$ cat config.mk
export PLATFORM = sky130hd
export DESIGN_NAME = boton_pulsos_flat
export DESIGN_NICKNAME = d
export VERILOG_FILES = /design/src/rtl/boton_pulsos_if.sv /design/src/rtl/boton_pulsos.sv /design/src/flat_wrapper.sv
export SDC_FILE = /design/constraint.sdc
export NUM_CORES = 1
export LEC_CHECK = 0
export CORE_UTILIZATION = 50
export CTS_CLUSTER_DIAMETER = 120
export DETAILED_ROUTE_END_ITERATION = 8
export GPL_ROUTABILITY_DRIVEN = 0
export PLACE_DENSITY = 0.69
export SYNTH_ARGS = -nofsm -noshare
export SYNTH_HDL_FRONTEND = slang
export SYNTH_SLANG_ARGS = --single-unit
$ cat constraint.sdc
create_clock -name clk -period 3.1 [get_ports clk]
set_input_delay 0.31 -clock clk [delete_from_list [all_inputs] [get_ports clk]]
set_output_delay 0.31 -clock clk [all_outputs]
set_load 0.05 [all_outputs]
$ cat src/rtl/boton_pulsos_if.sv
//==============================================================================
// Module      : boton_pulsos_if
// Description : Button-side bundle for the seconds-setting push-button
//               conditioner. Carries the two raw board-pin levels in and the
//               two clean one-cycle pulses out.
//   btn_up_raw       raw increment button (asynchronous, active-high)
//   btn_down_raw     raw decrement button (asynchronous, active-high)
//   boton_aumenta    registered one-cycle increment pulse
//   boton_disminuye  registered one-cycle decrement pulse
// Modports    : master = pin/stimulus side, slave = conditioner side
// Revision    : 1.0 - initial release
//==============================================================================
`default_nettype none

interface boton_pulsos_if;
  logic btn_up_raw;
  logic btn_down_raw;
  logic boton_aumenta;
  logic boton_disminuye;

  modport master (
    output btn_up_raw,
    output btn_down_raw,
    input  boton_aumenta,
    input  boton_disminuye
  );

  modport slave (
    input  btn_up_raw,
    input  btn_down_raw,
    output boton_aumenta,
    output boton_disminuye
  );
endinterface

`default_nettype wire

$ cat src/rtl/boton_pulsos.sv
//==============================================================================
// Module      : boton_pulsos
// Description : Turns the two raw seconds-setting push-buttons into clean
//               one-cycle pulses. Each button is synchronized (2 flops),
//               debounced, edge-detected and auto-repeated while held.
//               Holding both buttons at once locks both out until each is
//               released.
// Ports       : clk    - single clock, rising edge
//               rst_n  - synchronous active-low reset
//               btn    - boton_pulsos_if.slave (raw buttons in, pulses out)
// Revision    : 1.0 - initial release
//==============================================================================
`default_nettype none

module boton_pulsos #(
  parameter int unsigned DEBOUNCE_CYCLES = 1000000,
  parameter int unsigned REPEAT_DELAY    = 50000000,
  parameter int unsigned REPEAT_RATE     = 10000000,
  parameter int unsigned CNT_W           = 26
) (
  input  wire logic     clk,
  input  wire logic     rst_n,
  boton_pulsos_if.slave btn
);

  // Counters fire when they reach N-1 so the action lands exactly N edges
  // after the count started.
  localparam logic [CNT_W-1:0] DEB_LAST   = CNT_W'(DEBOUNCE_CYCLES - 1);
  localparam logic [CNT_W-1:0] DELAY_LOAD = CNT_W'(REPEAT_DELAY - 1);
  localparam logic [CNT_W-1:0] RATE_LOAD  = CNT_W'(REPEAT_RATE - 1);
  localparam logic [CNT_W-1:0] CNT_ONE    = CNT_W'(1);

  typedef enum logic [1:0] {
    ST_IDLE   = 2'd0,
    ST_DELAY  = 2'd1,
    ST_REPEAT = 2'd2,
    ST_LOCK   = 2'd3
  } state_e;

  // Bit 0 = up (aumenta), bit 1 = down (disminuye).
  logic [1:0] raw;
  logic [1:0] lvl_q_all;
  logic [1:0] lvl_d_all;
  logic [1:0] pulse_all;
  logic       lock;

  assign raw = {btn.btn_down_raw, btn.btn_up_raw};

  // Lock on either the current or the about-to-be-loaded debounced levels.
  // Looking at the next levels means an FSM stops pulsing on the very edge
  // where both levels become high, and it also rules out both FSMs seeing
  // a fresh press in the same cycle while the other button is releasing.
  assign lock = (&lvl_q_all) | (&lvl_d_all);

  for (genvar i = 0; i < 2; i++) begin : g_btn
    logic             sync1_q, sync1_d;
    logic             sync_q,  sync_d;
    logic             lvl_q,   lvl_d;
    logic [CNT_W-1:0] dcnt_q,  dcnt_d;
    state_e           state_q, state_d;
    logic [CNT_W-1:0] rcnt_q,  rcnt_d;
    logic             pulse_q, pulse_d;

    // Two-flop synchronizer.
    always_comb begin
      sync1_d = raw[i];
      sync_d  = sync1_q;
    end

    // Debounce: count consecutive cycles where sync disagrees with lvl;
    // any agreeing cycle restarts the count.
    always_comb begin
      lvl_d  = lvl_q;
      dcnt_d = '0;
      if (sync_q != lvl_q) begin
        if (dcnt_q == DEB_LAST) begin
          lvl_d = sync_q;
        end else begin
          dcnt_d = dcnt_q + CNT_ONE;
        end
      end
    end

    // Press / auto-repeat FSM. rcnt_q counts down to the next repeat pulse.
    always_comb begin
      state_d = state_q;
      rcnt_d  = rcnt_q;
      pulse_d = 1'b0;
      case (state_q)
        ST_IDLE: begin
          // Every exit from the other states requires lvl low, so lvl high
          // while idle is always a fresh rising edge.
          if (lvl_q) begin
            if (lock) begin
              state_d = ST_LOCK;
            end else begin
              pulse_d = 1'b1;
              rcnt_d  = DELAY_LOAD;
              state_d = ST_DELAY;
            end
          end
        end
        ST_DELAY, ST_REPEAT: begin
          if (!lvl_q) begin
            state_d = ST_IDLE;
          end else if (lock) begin
            state_d = ST_LOCK;
          end else if (rcnt_q == '0) begin
            pulse_d = 1'b1;
            rcnt_d  = RATE_LOAD;
            state_d = ST_REPEAT;
          end else begin
            rcnt_d = rcnt_q - CNT_ONE;
          end
        end
        ST_LOCK: begin
          // Only this button's own release clears the lockout.
          if (!lvl_q) begin
            state_d = ST_IDLE;
          end
        end
        default: begin
          state_d = ST_IDLE;
        end
      endcase
    end

    always_ff @(posedge clk) begin
      if (!rst_n) begin
        sync1_q <= 1'b0;
        sync_q  <= 1'b0;
        lvl_q   <= 1'b0;
        dcnt_q  <= '0;
        state_q <= ST_IDLE;
        rcnt_q  <= '0;
        pulse_q <= 1'b0;
      end else begin
        sync1_q <= sync1_d;
        sync_q  <= sync_d;
        lvl_q   <= lvl_d;
        dcnt_q  <= dcnt_d;
        state_q <= state_d;
        rcnt_q  <= rcnt_d;
        pulse_q <= pulse_d;
      end
    end

    assign lvl_q_all[i] = lvl_q;
    assign lvl_d_all[i] = lvl_d;
    assign pulse_all[i] = pulse_q;
  end

  assign btn.boton_aumenta   = pulse_all[0];
  assign btn.boton_disminuye = pulse_all[1];

endmodule

`default_nettype wire

$ cat src/flat_wrapper.sv
// flat-port wrapper written by rule: the top's interface ports become plain ports
module boton_pulsos_flat 
#(
  parameter int unsigned DEBOUNCE_CYCLES = 1000000,
  parameter int unsigned REPEAT_DELAY    = 50000000,
  parameter int unsigned REPEAT_RATE     = 10000000,
  parameter int unsigned CNT_W           = 26
)
  (clk, rst_n, btn_btn_up_raw, btn_btn_down_raw, btn_boton_aumenta, btn_boton_disminuye);
  boton_pulsos_if btn_i ();
  input  wire logic clk;
  input  wire logic rst_n;
  input wire logic [$bits(btn_i.btn_up_raw)-1:0] btn_btn_up_raw;
  input wire logic [$bits(btn_i.btn_down_raw)-1:0] btn_btn_down_raw;
  output wire logic [$bits(btn_i.boton_aumenta)-1:0] btn_boton_aumenta;
  output wire logic [$bits(btn_i.boton_disminuye)-1:0] btn_boton_disminuye;
  assign btn_i.btn_up_raw = btn_btn_up_raw;
  assign btn_i.btn_down_raw = btn_btn_down_raw;
  assign btn_boton_aumenta = btn_i.boton_aumenta;
  assign btn_boton_disminuye = btn_i.boton_disminuye;
  boton_pulsos #(.DEBOUNCE_CYCLES(DEBOUNCE_CYCLES), .REPEAT_DELAY(REPEAT_DELAY), .REPEAT_RATE(REPEAT_RATE), .CNT_W(CNT_W)) u_core (.clk(clk), .rst_n(rst_n), .btn(btn_i));
endmodule
==> out/qor.yml <==
sta:
  finalCritPeriodShare_pct: 92.8
  final-hold-violation-count: 0
  relSlewSlack_pct: 41.2
  fin_crit_ns: 2.88
  fmax_mhz: 348
  finalClockSkew_ns: 0.0107
  finalSetupTns_ns: 0
  timing.hold.ws_ns: 0.428
  finalSetupViolations: 0
  setup_slack_ns: 0.223
  rsz0062_at_grt: "false"
  tightest_slew_ns: 0.876
  finalMaxSlewViolations: 0
global_routing:
  grt_pass1_vias: 5236
  grt_pass1_wl_mm: 23.9
  grt_max_degree: 31
  grt_overflow_total: 0
  grt.total_usage_pct: 23.2
  antenna_found_initial: 0
synth:
  ys_ff_latch: 116
  synth_top_cell_by_area: "dfxtp_1"
  ys_types: 74
  syn-num-nets: 758
  ys_async_sr_fraction_pct: 0
  ys_seq_area_share_pct: 38.0
  netlist_top_cells_area: "dfxtp_1, nor2_1, a21oi_1"
  synth_edf_count: 0
  synth_top_flop_cell: "dfxtp_1"
  yosys.area.top_type_share_pct: 38.0
  yosysWarnings: 0
  synth_area_mm2: 0.00611
  netlist_instances: 742
  syn_area_per_cell_um2: 8.23
die:
  floorplan.initialDensity_pct: 52.4
  num_rows: 39
  core-area_mm2: 0.0117
  pin_count: 6
  die_area_mm2: 0.0127
  die_height_um: 113
  die_w_um: 113
final_layout:
  syn2layout_area_growth_pct: 12.3
  fillers: 1026
  n_antenna_cell: 0
  nets: 764
  seq_area_mm2: 0.00232
  multi_input_area_mm2: 0.00354
  layout-drive-gt1-share_pct: 10.1
  finalNonFillerCells: 904
clock_network:
  cts.reportedPaths.clkPinSlew_ns: 0.06
  hold_buffers: 0
  cts_tree: "built"
  cts_setup_buffers: 0
  clk_latency_ns: 0.42
  htreeDepth: 4
  cts_sinks: 116
  cts_buffers: 17
  clock-root-buffer: "clkbuf_16"
  cts.path.max_buffers: 2
  cts_resized: 0
critical_path:
  crit_path_end_kind: "flip-flop"
  cp.arrival_ns: 3.19
  ff2ff_setup_slack_ns: 0.22
  r2r_cells: 8
  crit_path_start_kind: "flip-flop"
  slowest_delay_ns: 0.56
  r2r_start: "u_core.g_btn[0].rcnt_q[0]"
  crit_path_end: "u_core.g_btn[0].state_q[1]"
  worst-path-max-fanout: 9
  required_ns: 3.41
  path_cells: "inv_1 -> ha_1 -> or4b_1 -> or3_1 -> o31ai_2 -> o31a_1 -> a211oi_1 -> a311oi_1"
  r2r-end: "u_core.g_btn[0].state_q[1]"
  critPathSlowestCell: "o31ai_2"
  setup.worst_path.class: "reg -> reg"
  setup.worst_path.start: "u_core.g_btn[0].rcnt_q[0]"
min_path:
  hp-start: "u_core.g_btn[1].sync1_q"
  hold_class: "reg -> reg"
routing:
  post_drt_wl_per_cell_um: 15.5
  drt_iter0_drc: 358
  via_count: 5492
  finalWirelength_mm: 14.0
  vias_per_cell: 6.08
  antenna_left: 0
  drcViolationCount: 0
  dr.pass1.iters: 7
placement:
  post-place-ws_ns: 0.285
  hpwl_mm: 9.30
  placed_cells: 872
  portBuffers: 5
power_and_ir_drop:
  finalPower_mw: 4.79
  ir_worst_vdd_mv: 0.434
  powerDensity_mw_per_mm2: 698
  p_leak_nw: 2.46
flow_run:
  cap_violations: 0
status:
  status: "complete, no violations"
-- cells by family (layout without fill, tap and decap cells) --
kind of cell    after synthesis  in the layout  share of synthesized area (%)
buf+inv                      57             76                           3.99
xor+xnor                     49             49                           7.03
simple gates                350            350                           29.8
flops                       116            116                           38.0
compound gates              157            157                           18.5
mux                           1              1                          0.184
fa+ha+maj                    12             12                           2.46
-- per-layer routing --
layer  track usage (%)  part of all wire (%)  up-vias  wire length (um)
met5                 0                     0        -                 0
met4              9.60                   1.8        0               257
met3              5.29                   4.0       25               556
met2              39.2                    47      115              6590
met1              28.6                    47     2625              6630
li1                  -                     -     2727                 -
-- flip-flops by register name, summed over array words and instances, names as in the netlist --
| signal | cells |
|---|---|
| u_core.g_btn.dcnt_q | 52 |
| u_core.g_btn.rcnt_q | 52 |
| u_core.g_btn.state_q | 4 |
| u_core.g_btn.lvl_q | 2 |
| u_core.g_btn.sync1_q | 2 |
| u_core.g_btn.sync_q | 2 |
| u_core.btn.boton_aumenta | 1 |
| u_core.btn.boton_disminuye | 1 |
-- stage by stage --
step / util [%] / instance area (um2)
floorplan: - / 6110
global placement: 53.8 / 6280
global route: 58.8 / 6860
detailed placement: 53.8 / 6280
finish: 58.8 / 6860
CTS: 58.8 / 6860
-- where the power goes --
group | total, mW | leakage (nW) | switching (mW) | internal, mW
sequential | 1.68 | 0.939 | 0.0941 | 1.58
combinational | 1.21 | 1.24 | 0.732 | 0.480
clock | 1.90 | 0.285 | 0.665 | 1.23
total | 4.79 | 2.46 | 1.49 | 3.30
-- cell type report --
| cell class | instances | area share, % |
|---|---|---|
| repair buffers | 17 | 1.97 |
| inverters | 27 | 1.48 |
| flip-flops and latches | 116 | 33.9 |
| multi-input cells | 569 | 51.6 |
| well taps | 143 | 2.61 |
| clock buffers | 22 | 6.91 |
| clock inverters | 10 | 1.53 |
-- worst min path at each step --
stage	cells past startpoint	to	slack, ns
CTS	1	u_core.g_btn[1].sync_q	0.43
global route	1	u_core.g_btn[1].dcnt_q[0]	0.45
floorplan	1	u_core.g_btn[0].sync_q	0.41
global placement	1	u_core.g_btn[1].sync_q	0.42
detailed placement	1	u_core.g_btn[1].sync_q	0.42
finish	1	u_core.g_btn[1].sync_q	0.43
-- layout by cell type, fill, tap and decap left out, types with 21 or more instances in the layout --
| master | netlist | final |
|---|---|---|
| a21oi_1 | 49 | 49 |
| inv_1 | 27 | 27 |
| dfxtp_1 | 116 | 116 |
| nand2_1 | 62 | 62 |
| nor3_1 | 35 | 35 |
| xnor2_1 | 26 | 26 |
| nor2_1 | 103 | 103 |
| xor2_1 | 23 | 23 |
| nand3_1 | 33 | 33 |
| nand4_1 | 21 | 21 |
-- critical path, delay by kind of cell (launching register included) --
kind            cells  cell delay, ns
flops               1            0.32
buf+inv             1            0.10
fa+ha+maj           1            0.21
simple gates        2            0.98
compound gates      4            1.17
-- cells in the mapped netlist, drive strengths merged (3+ instances only) --
library cell  instances
nand4b                4
xnor2                26
nor2                104
inv                  27
nand2b                4
a311oi               12
clkbuf               22
o31ai                 4
and2                  8
nor3b                 4
and4                  3
o211ai                3
a211oi                6
nor3                 38
a31oi                 9
nor4                 16
nand2                62
buf                   8
or3                  17
nor4b                 5
xor2                 23
o21a                  4
or2                   6
nand4                21
o32ai                 4
nand3                33
o31a                  5
and3                 10
o221a                16
o22ai                 7
a21oi                50
or4                   8
dfxtp               116
o21ai                22
ha                   12
No activity file was read; power rests on OpenSTA's default activity.
